===== src/rtl/alu_seq.sv =====
// rtl/alu_seq.sv - registered 16-op ALU with NZCV flags, valid/ready issue and iterative multiply
// Single-cycle ops complete on the accept edge; MUL runs one shift-add step per cycle for W cycles.
module alu_seq #(
  parameter int W = 32
) (
  input  logic         clk,
  input  logic         rst_n,
  input  logic         in_valid,
  output logic         in_ready,
  input  logic [3:0]   op,
  input  logic         set_flags,
  input  logic [W-1:0] a,
  input  logic [W-1:0] b,
  output logic         out_valid,
  output logic [W-1:0] result,
  output logic [3:0]   flags
);

  localparam int SHW = $clog2(W);
  localparam logic [SHW:0]   W_S   = (SHW+1)'(W);
  localparam logic [SHW-1:0] W_LOW = SHW'(W);

  localparam logic [3:0] OP_ADD = 4'd0;
  localparam logic [3:0] OP_SUB = 4'd1;
  localparam logic [3:0] OP_RSB = 4'd2;
  localparam logic [3:0] OP_BIC = 4'd3;
  localparam logic [3:0] OP_AND = 4'd4;
  localparam logic [3:0] OP_ORR = 4'd5;
  localparam logic [3:0] OP_EOR = 4'd6;
  localparam logic [3:0] OP_XNR = 4'd7;
  localparam logic [3:0] OP_ADC = 4'd8;
  localparam logic [3:0] OP_SBC = 4'd9;
  localparam logic [3:0] OP_LSL = 4'd10;
  localparam logic [3:0] OP_LSR = 4'd11;
  localparam logic [3:0] OP_ASR = 4'd12;
  localparam logic [3:0] OP_ROR = 4'd13;
  localparam logic [3:0] OP_MUL = 4'd14;
  localparam logic [3:0] OP_MOV = 4'd15;

  typedef enum logic {S_IDLE, S_MUL} state_t;

  state_t       state_q, state_d;
  logic [SHW:0] cnt_q, cnt_d;
  logic [W-1:0] ma_q, ma_d, mb_q, mb_d, acc_q, acc_d;
  logic         sf_q, sf_d;
  logic [W-1:0] result_q, result_d;
  logic [3:0]   flags_q, flags_d;
  logic         out_valid_q, out_valid_d;

  // Shared adder: every arithmetic op is x + y + cin in W+1 bits.
  logic [W-1:0] add_x, add_y;
  logic         add_cin;
  logic [W:0]   sum;
  logic         add_v;

  always_comb begin
    add_x   = a;
    add_y   = b;
    add_cin = 1'b0;
    case (op)
      OP_SUB: begin add_y = ~b; add_cin = 1'b1; end
      OP_RSB: begin add_x = b; add_y = ~a; add_cin = 1'b1; end
      OP_ADC: add_cin = flags_q[1];
      OP_SBC: begin add_y = ~b; add_cin = flags_q[1]; end
      default: ;
    endcase
  end

  assign sum   = {1'b0, add_x} + {1'b0, add_y} + {{W{1'b0}}, add_cin};
  assign add_v = (add_x[W-1] == add_y[W-1]) & (sum[W-1] != add_x[W-1]);

  // Shift amount reduced modulo W; only non-power-of-two widths ever need the subtract.
  logic         s_ge;
  logic [SHW-1:0] s;
  logic [W:0]   lsl_w, lsr_w, asr_w;
  logic [W-1:0] ror_r;

  assign s_ge  = {1'b0, b[SHW-1:0]} >= W_S;
  assign s     = s_ge ? (b[SHW-1:0] - W_LOW) : b[SHW-1:0];
  assign lsl_w = {1'b0, a} << s;
  assign lsr_w = {a, 1'b0} >> s;
  assign asr_w = $signed({a, 1'b0}) >>> s;
  assign ror_r = (a >> s) | (a << (W_S - {1'b0, s}));

  logic [W-1:0] alu_r;
  logic         alu_c, alu_v, alu_wr_c, alu_wr_v;

  always_comb begin
    alu_r    = '0;
    alu_c    = 1'b0;
    alu_v    = 1'b0;
    alu_wr_c = 1'b0;
    alu_wr_v = 1'b0;
    case (op)
      OP_ADD, OP_SUB, OP_RSB, OP_ADC, OP_SBC: begin
        alu_r    = sum[W-1:0];
        alu_c    = sum[W];
        alu_v    = add_v;
        alu_wr_c = 1'b1;
        alu_wr_v = 1'b1;
      end
      OP_BIC: alu_r = a & ~b;
      OP_AND: alu_r = a & b;
      OP_ORR: alu_r = a | b;
      OP_EOR: alu_r = a ^ b;
      OP_XNR: alu_r = ~(a ^ b);
      OP_LSL: begin alu_r = lsl_w[W-1:0]; alu_c = lsl_w[W]; alu_wr_c = (s != '0); end
      OP_LSR: begin alu_r = lsr_w[W:1];   alu_c = lsr_w[0]; alu_wr_c = (s != '0); end
      OP_ASR: begin alu_r = asr_w[W:1];   alu_c = asr_w[0]; alu_wr_c = (s != '0); end
      OP_ROR: begin alu_r = ror_r;        alu_c = ror_r[W-1]; alu_wr_c = (s != '0); end
      OP_MOV: alu_r = b;
      default: ;
    endcase
  end

  logic [W-1:0] mul_sum;
  assign mul_sum = acc_q + (mb_q[0] ? ma_q : '0);

  always_comb begin
    state_d     = state_q;
    cnt_d       = cnt_q;
    ma_d        = ma_q;
    mb_d        = mb_q;
    acc_d       = acc_q;
    sf_d        = sf_q;
    result_d    = result_q;
    flags_d     = flags_q;
    out_valid_d = 1'b0;
    case (state_q)
      S_IDLE: begin
        if (in_valid) begin
          if (op == OP_MUL) begin
            ma_d    = a;
            mb_d    = b;
            sf_d    = set_flags;
            acc_d   = '0;
            cnt_d   = W_S;
            state_d = S_MUL;
          end else begin
            result_d    = alu_r;
            out_valid_d = 1'b1;
            if (set_flags) begin
              flags_d = {alu_r[W-1], alu_r == '0,
                         alu_wr_c ? alu_c : flags_q[1],
                         alu_wr_v ? alu_v : flags_q[0]};
            end
          end
        end
      end
      S_MUL: begin
        acc_d = mul_sum;
        ma_d  = ma_q << 1;
        mb_d  = mb_q >> 1;
        cnt_d = cnt_q - 1'b1;
        if (cnt_q == (SHW+1)'(1)) begin
          result_d    = mul_sum;
          out_valid_d = 1'b1;
          state_d     = S_IDLE;
          if (sf_q) flags_d = {mul_sum[W-1], mul_sum == '0, flags_q[1:0]};
        end
      end
      default: state_d = S_IDLE;
    endcase
  end

  always_ff @(posedge clk or negedge rst_n) begin
    if (!rst_n) begin
      state_q     <= S_IDLE;
      cnt_q       <= '0;
      ma_q        <= '0;
      mb_q        <= '0;
      acc_q       <= '0;
      sf_q        <= 1'b0;
      result_q    <= '0;
      flags_q     <= '0;
      out_valid_q <= 1'b0;
    end else begin
      state_q     <= state_d;
      cnt_q       <= cnt_d;
      ma_q        <= ma_d;
      mb_q        <= mb_d;
      acc_q       <= acc_d;
      sf_q        <= sf_d;
      result_q    <= result_d;
      flags_q     <= flags_d;
      out_valid_q <= out_valid_d;
    end
  end

  assign in_ready  = (state_q == S_IDLE);
  assign out_valid = out_valid_q;
  assign result    = result_q;
  assign flags     = flags_q;

endmodule


===== config.mk =====
export PLATFORM = sky130hd
export DESIGN_NAME = alu_seq
export DESIGN_NICKNAME = d
export VERILOG_FILES = /design/src/rtl/alu_seq.sv
export SDC_FILE = /design/constraint.sdc
export NUM_CORES = 1
export LEC_CHECK = 0
export CAP_MARGIN = 20
export CORE_MARGIN = 2
export CORE_UTILIZATION = 55
export CTS_BUF_LIST = sky130_fd_sc_hd__clkbuf_4 sky130_fd_sc_hd__clkbuf_8 sky130_fd_sc_hd__clkbuf_16
export CTS_CLUSTER_DIAMETER = 40
export DETAILED_ROUTE_END_ITERATION = 12
export PLACE_DENSITY = 0.82
export SETUP_SLACK_MARGIN = 0.5
export SLEW_MARGIN = 20
export SYNTH_ARGS = -nofsm -noshare
export SYNTH_HDL_FRONTEND = slang
export SYNTH_SLANG_ARGS = --single-unit

===== constraint.sdc =====
create_clock -name clk -period 4.7 [get_ports clk]
set_input_delay 1.41 -clock clk [delete_from_list [all_inputs] [get_ports clk]]
set_output_delay 1.41 -clock clk [all_outputs]
set_load 0.005 [all_outputs]

==> run summary, run 1 <==
The root buffer cell chosen for the clock tree is clkbuf_16. The number of enable flip-flop cells after synthesis is 0. 110 I/O pins were placed. The total cell area at the placement stage is 0.02627 sq mm. The tool reported: "[ERROR GRT-0232] Routing congestion too high. Check the congestion heatmap in the GUI". The height of the die came out at 193.6 um.

The total number of H-tree levels is 4. The leftover overflow at the end of global routing came out at 313. The congestion estimate from routability-driven global placement came to 1.285. The share of synthesized flip-flops with an asynchronous set or reset is 100.0%.

The number of buffers created by CTS came out at 17. The CTS sink count is 141. The number of placed instances, taps included came out at 3791.

Averaged over all synthesized cells, the footprint is 7.275 sq um. In the synthesized netlist the dominant register cell turns out to be dfrtp_1. The mapped cell area came out at 0.01977 sq mm. The post-synthesis instance total is 2717. Entering global routing, the biggest net connects 118 pins. The overall fraction of global-route tracks in use came out at 80.10%. The die is 193.6 um wide. The number of nets in the synthesized netlist is 2892. The flow stopped in 5_1_grt.

The flow did not finish. The initial core utilization came out at 55.71%. In this run the core area contains 69 standard-cell rows. The number of different library cells in the post-synthesis netlist came out at 85. The number of buffers inserted by port buffering came out at 109.

The placed wire-length estimate is 84830 um. The maximum buffer depth of the clock tree came out at 2. The synthesis warning total came out at 0.

The number of synthesized register bits came out at 141. The sequential element share of the synthesized area came out at 17.85%. The global-route repair_timing pass left the worst setup endpoint at flags[2]$_DFFE_PN0P_/D. The kind of pin the worst path terminates on is a sequential cell input.
[what timing repair did]
action | 4_1_cts
buffers inserted | 60
gates cloned | 9
pin swaps | 33
endpoints found under the setup margin | 36
hold buffers | 0
resized for setup | 138
[metrics by stage]
step           utilization [%]  worst slack (ps)  hold WS, ps
2_1_floorplan                -             -2450        452.9
3_3_place_gp             74.04             -2659        466.9
3_5_place_dp             74.04             -2743        473.7
4_1_cts                  79.15             -1834        485.7
[synthesized netlist by cell type (all sizes together), types with 14 or more instances]
library cell  count  area, sq um
a21oi           242         1211
a211oi           40        300.3
nand2b           19        118.9
dfrtp           141         3528
mux2i           113         1131
nor2            256        960.9
ha              100         1251
o22ai            36        225.2
and2             48        300.3
o21a             19        142.6
a21o             32        240.2
or3              16        100.1
clkbuf          178        668.1
nand3            52        260.3
o221ai           38        332.8
a31oi            19        118.9
xnor2            38        332.8
o211ai           41        307.8
buf              66        316.6
o21ai           235         1176
inv              93        349.1
nor2b            23        143.9
a22oi            23        172.7
nand4            30        187.7
a2111oi          14        122.6
xor2             20        175.2
mux4             59         1333
mux2             49        551.8
nor3             57        296.5
nand2           391         1468
[kinds of logic after synthesis]
family / Yosys count / synth area share [%]
fa+ha+maj: 103 / 6.634
buf+inv: 342 / 6.843
simple gates: 966 / 22.15
flops: 141 / 17.85
xor+xnor: 58 / 2.570
compound gates: 886 / 28.70
mux: 221 / 15.26
[routing by layer]
metal | overflow | GRT usage (%)
met1 | 4 | 83.45
met2 | 187 | 96.07
met3 | 5 | 63.44
met4 | 116 | 76.11
met5 | 1 | 27.46
==> run 2: changes to the inputs <==
CORE_UTILIZATION = 40   (was 55)
CTS_BUF_LIST = unset   (was sky130_fd_sc_hd__clkbuf_4 sky130_fd_sc_hd__clkbuf_8 sky130_fd_sc_hd__clkbuf_16)
CTS_CLUSTER_DIAMETER = unset   (was 40)
PLACE_DENSITY = unset   (was 0.82)
PLACE_DENSITY_LB_ADDON = 0.15   (was unset)
SETUP_SLACK_MARGIN = unset   (was 0.5)
clock period = 6.1 ns   (was 4.7 ns; I/O delays follow)
==> run 2 against run 1 <==
Against the previous run: the flow now finishes, with violations (negative setup slack); synthesized cell count unchanged; area after synthesis unchanged.
==> run summary, run 2 <==
The post-route worst hold slack is 481.7 ps. The via count of the first global-routing pass is 24710. The total I/O pin count is 110.

The final period demand of the worst path came out at 6680 ps. The floorplan has 81 rows. The leading register cell type out of synthesis is dfrtp_1. The sequential element share of the synthesized area is 17.85%. Traced cell by cell, the critical path runs through buf_6 -> nand2b_4 -> or3_4 -> o21ai_4 -> o221ai_2 -> fa_2 -> fa_2 -> a21o_1 -> a221o_1 -> a31oi_2 -> mux2i_1 -> o2111ai_2 -> or4_4 -> or4_4 -> or4_4 -> or4_4 -> or4_4 -> o31ai_2. The largest total area in the synthesized netlist belongs to dfrtp_1. The tree is rooted in a clkbuf_16. The top cell type by area accounts for 17.85% of the synthesized area. The final number of hold-violating endpoints is 0. The clock insertion delay at the later pin of the skew report came out at 470 ps. The height of the die came out at 226.3 um. The initial core utilization is 40.46%. The number of vias after detailed routing came out at 25980.

The initial antenna violation count came out at 9. The number of buffers created by CTS is 17. The arrival time reported for the critical path endpoint came out at 7070 ps. The Yosys step of the flow raised 0 warnings.

The number of buffers inserted by port buffering came out at 109. The via-per-instance ratio came out at 6.421. The floorplan die area came out at 0.05121 sq mm. The DRC violation count after routing came out at 0. Yosys attributes the largest share of cell area to dfrtp_1 18%, nand2_1 7.4%, mux4_2 6.6%, ha_1 6.3%, a21oi_1 6.1%. The first-iteration detailed-routing DRC count is 3394.

The path class of the tightest hold or removal check is register to register. Synthesis handed over a netlist of 2717 instances. The number of nets in the layout is 3537. TritonCTS built the clock tree. The final weighted congestion of routability-driven global placement came out at 1.116. The proportion of layout cells with a drive suffix above 1 is 28.78%. After synthesis, the most frequently instantiated cells are 391 x nand2_1, 256 x nor2_1, 242 x a21oi_1, 230 x o21ai_0, 178 x clkbuf_1.

The first global-routing pass estimated 169800 um of wire. The number of buffer and inverter instances along the worst setup path came out at 1. In the global route stage, overall resource usage came out at 46.59%. Once layout is complete, the utilization of the core stands at 56.41%. In the layout the commonest cells are 742 x buf_4, 390 x nand2_1, 254 x nor2_1. The HPWL after detailed placement is 98280 um.

The max-slew violation total from the final report came out at 0. The number of nets in the synthesized netlist came out at 2892. The share of synthesized flip-flops with an asynchronous set or reset is 100.0%.

The mapped cell area came out at 0.01977 sq mm. Along the worst path, the maximum fanout reaches 3. The final routed wire length divided by cell count is 29.97 um. The worst slew margin relative to its limit came out at 27.69%. Setup repair after global routing could not meet its margin everywhere.

The first detailed-routing pass ran for 6 iterations. For the final routed database, the setup TNS stands at -579.9 ps. The final worst-path setup slack came out at -579.9 ps. Summed over all cells, the static leakage comes to 12.53 nW. The library cell used most frequently in the layout, excluding fill and tap cells, is buf_4.

Based on the critical path, the design can be clocked at up to 0.1497 GHz. The total number of H-tree levels is 4. The filler-free cell count of the finished design is 4046. The worst setup path is launched from an input pin. The final critical-path share of the clock period is 109.5%. After detailed placement, the total cell area comes to 0.02647 sq mm.

The synthesized design contains 141 register bits. The run finished, with violations left. The delay of the slowest cell on the worst path is 490 ps. The most common cell in the synthesized netlist is nand2_1. The horizontal die dimension came out at 226.3 um. The maximum number of pins on one net before global-route repair came out at 119. The leftover overflow at the end of global routing is 0.

The setup clock skew after layout came out at 16.25 ps. Setup violations remaining at the end of the flow were counted as 1. Broken down by cell family, the worst path's largest delay share belongs to simple AND/OR/NAND/NOR gates. The maximum buffer depth of the clock tree is 2. The data required time at the worst endpoint is 6490 ps. The total power divided by cell area came out at 251.8 mW/mm^2. The number of different library cells in the post-synthesis netlist is 85.

The floorplan core area is 0.04885 sq mm. The post-route total power is 6.939 mW. The category of the most critical setup path is input pin to register. Across the run, the number of max-cap violations was 0. The maximum VDD drop came out at 0.2098 mV. At the placement stage, the worst setup path has a slack of -1736 ps. The cell seen most often among critical-path stages is or4_4.

The number of cells on the worst reg-to-reg path is 16. The synthesized area per cell came out at 7.275 sq um. After routing the design area is 0.02756 sq mm. The number of enable flip-flop cells after synthesis is 0. Among all stages on the critical path, the largest delay is contributed by or4_4. The clock slew at the register clock pins of the worst setup and hold paths is 70 ps. The sort of element at the end of the critical path is a register.

The final reports fail on negative setup slack. The detailed-route wire length came out at 121200 um. For this design, the sink count on the clock tree is 141.

For the pin with the worst max-slew slack, the measured transition is 1069 ps. The area added between synthesis and finish came out at 39.41%. The number of hold buffers added after CTS was 0. In this run the remaining antenna-violating nets after routing total 0. The count of cells along the worst hold path came out at 2. The number of logic stages on the critical path including buffering is 18.

The number of placed instances, taps included came out at 3973.
-- run 2: cell counts after synthesis --
Identical to the previous run, type by type.
-- run 2: layout make-up --
type / count / area [sq um]
fillers: 4607 / 21290
multi-input cells: 2234 / 15160
repair buffers: 870 / 7020
well taps: 664 / 830.8
clock buffers: 19 / 432.9
clock inverters: 12 / 186.4
inverters: 98 / 370.4
diodes: 8 / 20.02
flip-flops and latches: 141 / 3532
-- run 2: report_power, final --
| part | internal (mW) | switching [mW] |
|---|---|---|
| Clock | 0.687 | 0.457 |
| Combinational | 1.78 | 2.34 |
| Sequential | 1.30 | 0.371 |
| Total | 3.77 | 3.17 |
-- run 2: final timing paths --
kind | start | to | slack, ps
worst max-delay path | op[0] | flags[2] | -580
worst min-delay path | mb_q[4] | mb_q[3] | 480
worst max register to register | flags[1] | flags[2] | 600
worst min register to register | mb_q[4] | mb_q[3] | 480
max in group asynchronous | rst_n | mb_q[11] | 3600
min in group asynchronous | rst_n | result[7] | 1340
-- run 2: cell families after synthesis --
logic type / count (synthesis) / synth area share (%)
simple gates: 966 / 22.15
mux: 221 / 15.26
buf+inv: 342 / 6.843
compound gates: 886 / 28.70
fa+ha+maj: 103 / 6.634
flops: 141 / 17.85
xor+xnor: 58 / 2.570
-- run 2: metal layers --
| layer | GRT usage, % | share of wire [%] | vias to the layer above |
|---|---|---|---|
| met5 | 0 | 0 | - |
| met4 | 39.94 | 10 | 0 |
| met3 | 11.84 | 11 | 477 |
| met2 | 68.83 | 41 | 1719 |
| met1 | 56.47 | 37 | 12460 |
| li1 | - | - | 11320 |
-- run 2: timing repair --
| action | 4_1_cts | 5_1_grt |
|---|---|---|
| setup buffers | 40 | 2 |
| pin swaps | 15 | 14 |
| endpoints found under the setup margin | 16 | 58 |
| resized for setup | 36 | 24 |
-- run 2: tightest hold or removal path: cells and delay by family (launching register included) --
kind            cells  cell delay [ps]
simple gates        1               50
compound gates      1               60
flops               1              340
(Power assumes the default switching activity.)
==> run 3: changes to the inputs <==
CORE_UTILIZATION = 63   (was 40)
PLACE_DENSITY = 0.83   (was unset)
PLACE_DENSITY_LB_ADDON = unset   (was 0.15)
==> run 3 against run 2 <==
Against the previous run: the flow now stops in 5_1_grt; area after synthesis is the same; synthesized cell count unchanged.
==> run summary, run 3 <==
Global routing used 67.42% of the available tracks across all layers. The commonest cells after synthesis are 391 x nand2_1, 256 x nor2_1, 242 x a21oi_1, 230 x o21ai_0, 178 x clkbuf_1. The maximum number of pins on one net before global-route repair came out at 111.

The CTS sink count is 141. In this run, synthesis produced a sequential element count of 141. The horizontal die dimension is 181.1 um. The synthesized design contains 0 enable-type register cells.

The placed wire-length estimate is 74820 um. The initial core utilization came out at 64.28%. The total cell area at the placement stage came out at 0.02492 sq mm. After synthesis, the netlist uses 85 different library cells. The most common cell in the synthesized netlist is nand2_1.

The share of synthesized flip-flops with an asynchronous set or reset is 100.0%. The last flow stage reached is 5_1_grt. The number of buffers created by CTS is 17.

The most used flip-flop cell after synthesis is dfrtp_1. The run stopped with a tool error. The sequential element share of the synthesized area came out at 17.85%.

The tool reported: "[ERROR GRT-0116] Global routing finished with congestion. Check the congestion regions in the DRC Viewer". The number of buffers inserted by port buffering is 109. The longest clock path from root to sink contains 2 buffers. Yosys printed 0 warnings. The final weighted congestion of routability-driven global placement is 1.489. The area share of the largest cell type after synthesis is 17.85%.

The leftover overflow at the end of global routing came out at 160. The first global-routing pass estimated 171600 um of wire. The largest area contributor in the netlist is dfrtp_1. Yosys attributes the largest share of cell area to dfrtp_1 18%, nand2_1 7.4%, mux4_2 6.6%, ha_1 6.3%, a21oi_1 6.1%. Synthesis produced a netlist with a net count of 2892. The total I/O pin count came out at 110.

The cell sitting at the root of the clock tree is a clkbuf_16. The post-synthesis instance total is 2717. The synthesized area per cell came out at 7.275 sq um. The via count of the first global-routing pass came out at 28790.

The total number of H-tree levels came out at 4. The mapped cell area came out at 0.01977 sq mm. Measured along the y axis, the die boundary spans 181.1 um. The site row count is 64.
## run 3: cell counts after synthesis
Identical to the previous run, type by type.
## run 3: stage by stage
| stage | std cells | utilization (%) | worst slack (ps) | hold WS, ps | setup TNS (ps) |
|---|---|---|---|---|---|
| 3_3_place_gp | 3564 | 81.04 | -1575 | 463.5 | -11190 |
| 2_1_floorplan | 2717 | - | -1473 | 452.9 | -1531 |
| 4_1_cts | 3619 | 84.13 | -647.3 | 493.9 | -647.3 |
| 3_5_place_dp | 3564 | 81.04 | -1775 | 479.2 | -18320 |
## run 3: routing by layer
| metal | GRT overflow | global-route usage, % |
|---|---|---|
| met5 | 0 | 20.15 |
| met4 | 62 | 65.40 |
| met3 | 6 | 48.62 |
| met2 | 87 | 85.95 |
| met1 | 5 | 68.75 |
## run 3: timing repair
| action | CTS |
|---|---|
| pin swaps | 16 |
| setup buffers | 23 |
| gates cloned | 1 |
| resized for setup | 33 |
| hold buffers | 0 |
| setup endpoints to repair | 19 |
## run 3: kinds of logic after synthesis
group | share of synthesized area (%)
muxes | 15.26
DFF | 17.85
and+or+nand+nor | 22.15
xor gates and xnor gates | 2.570
AOI/OAI and AO/OA | 28.70
adders and majority gates | 6.634
buffers and inverters | 6.843
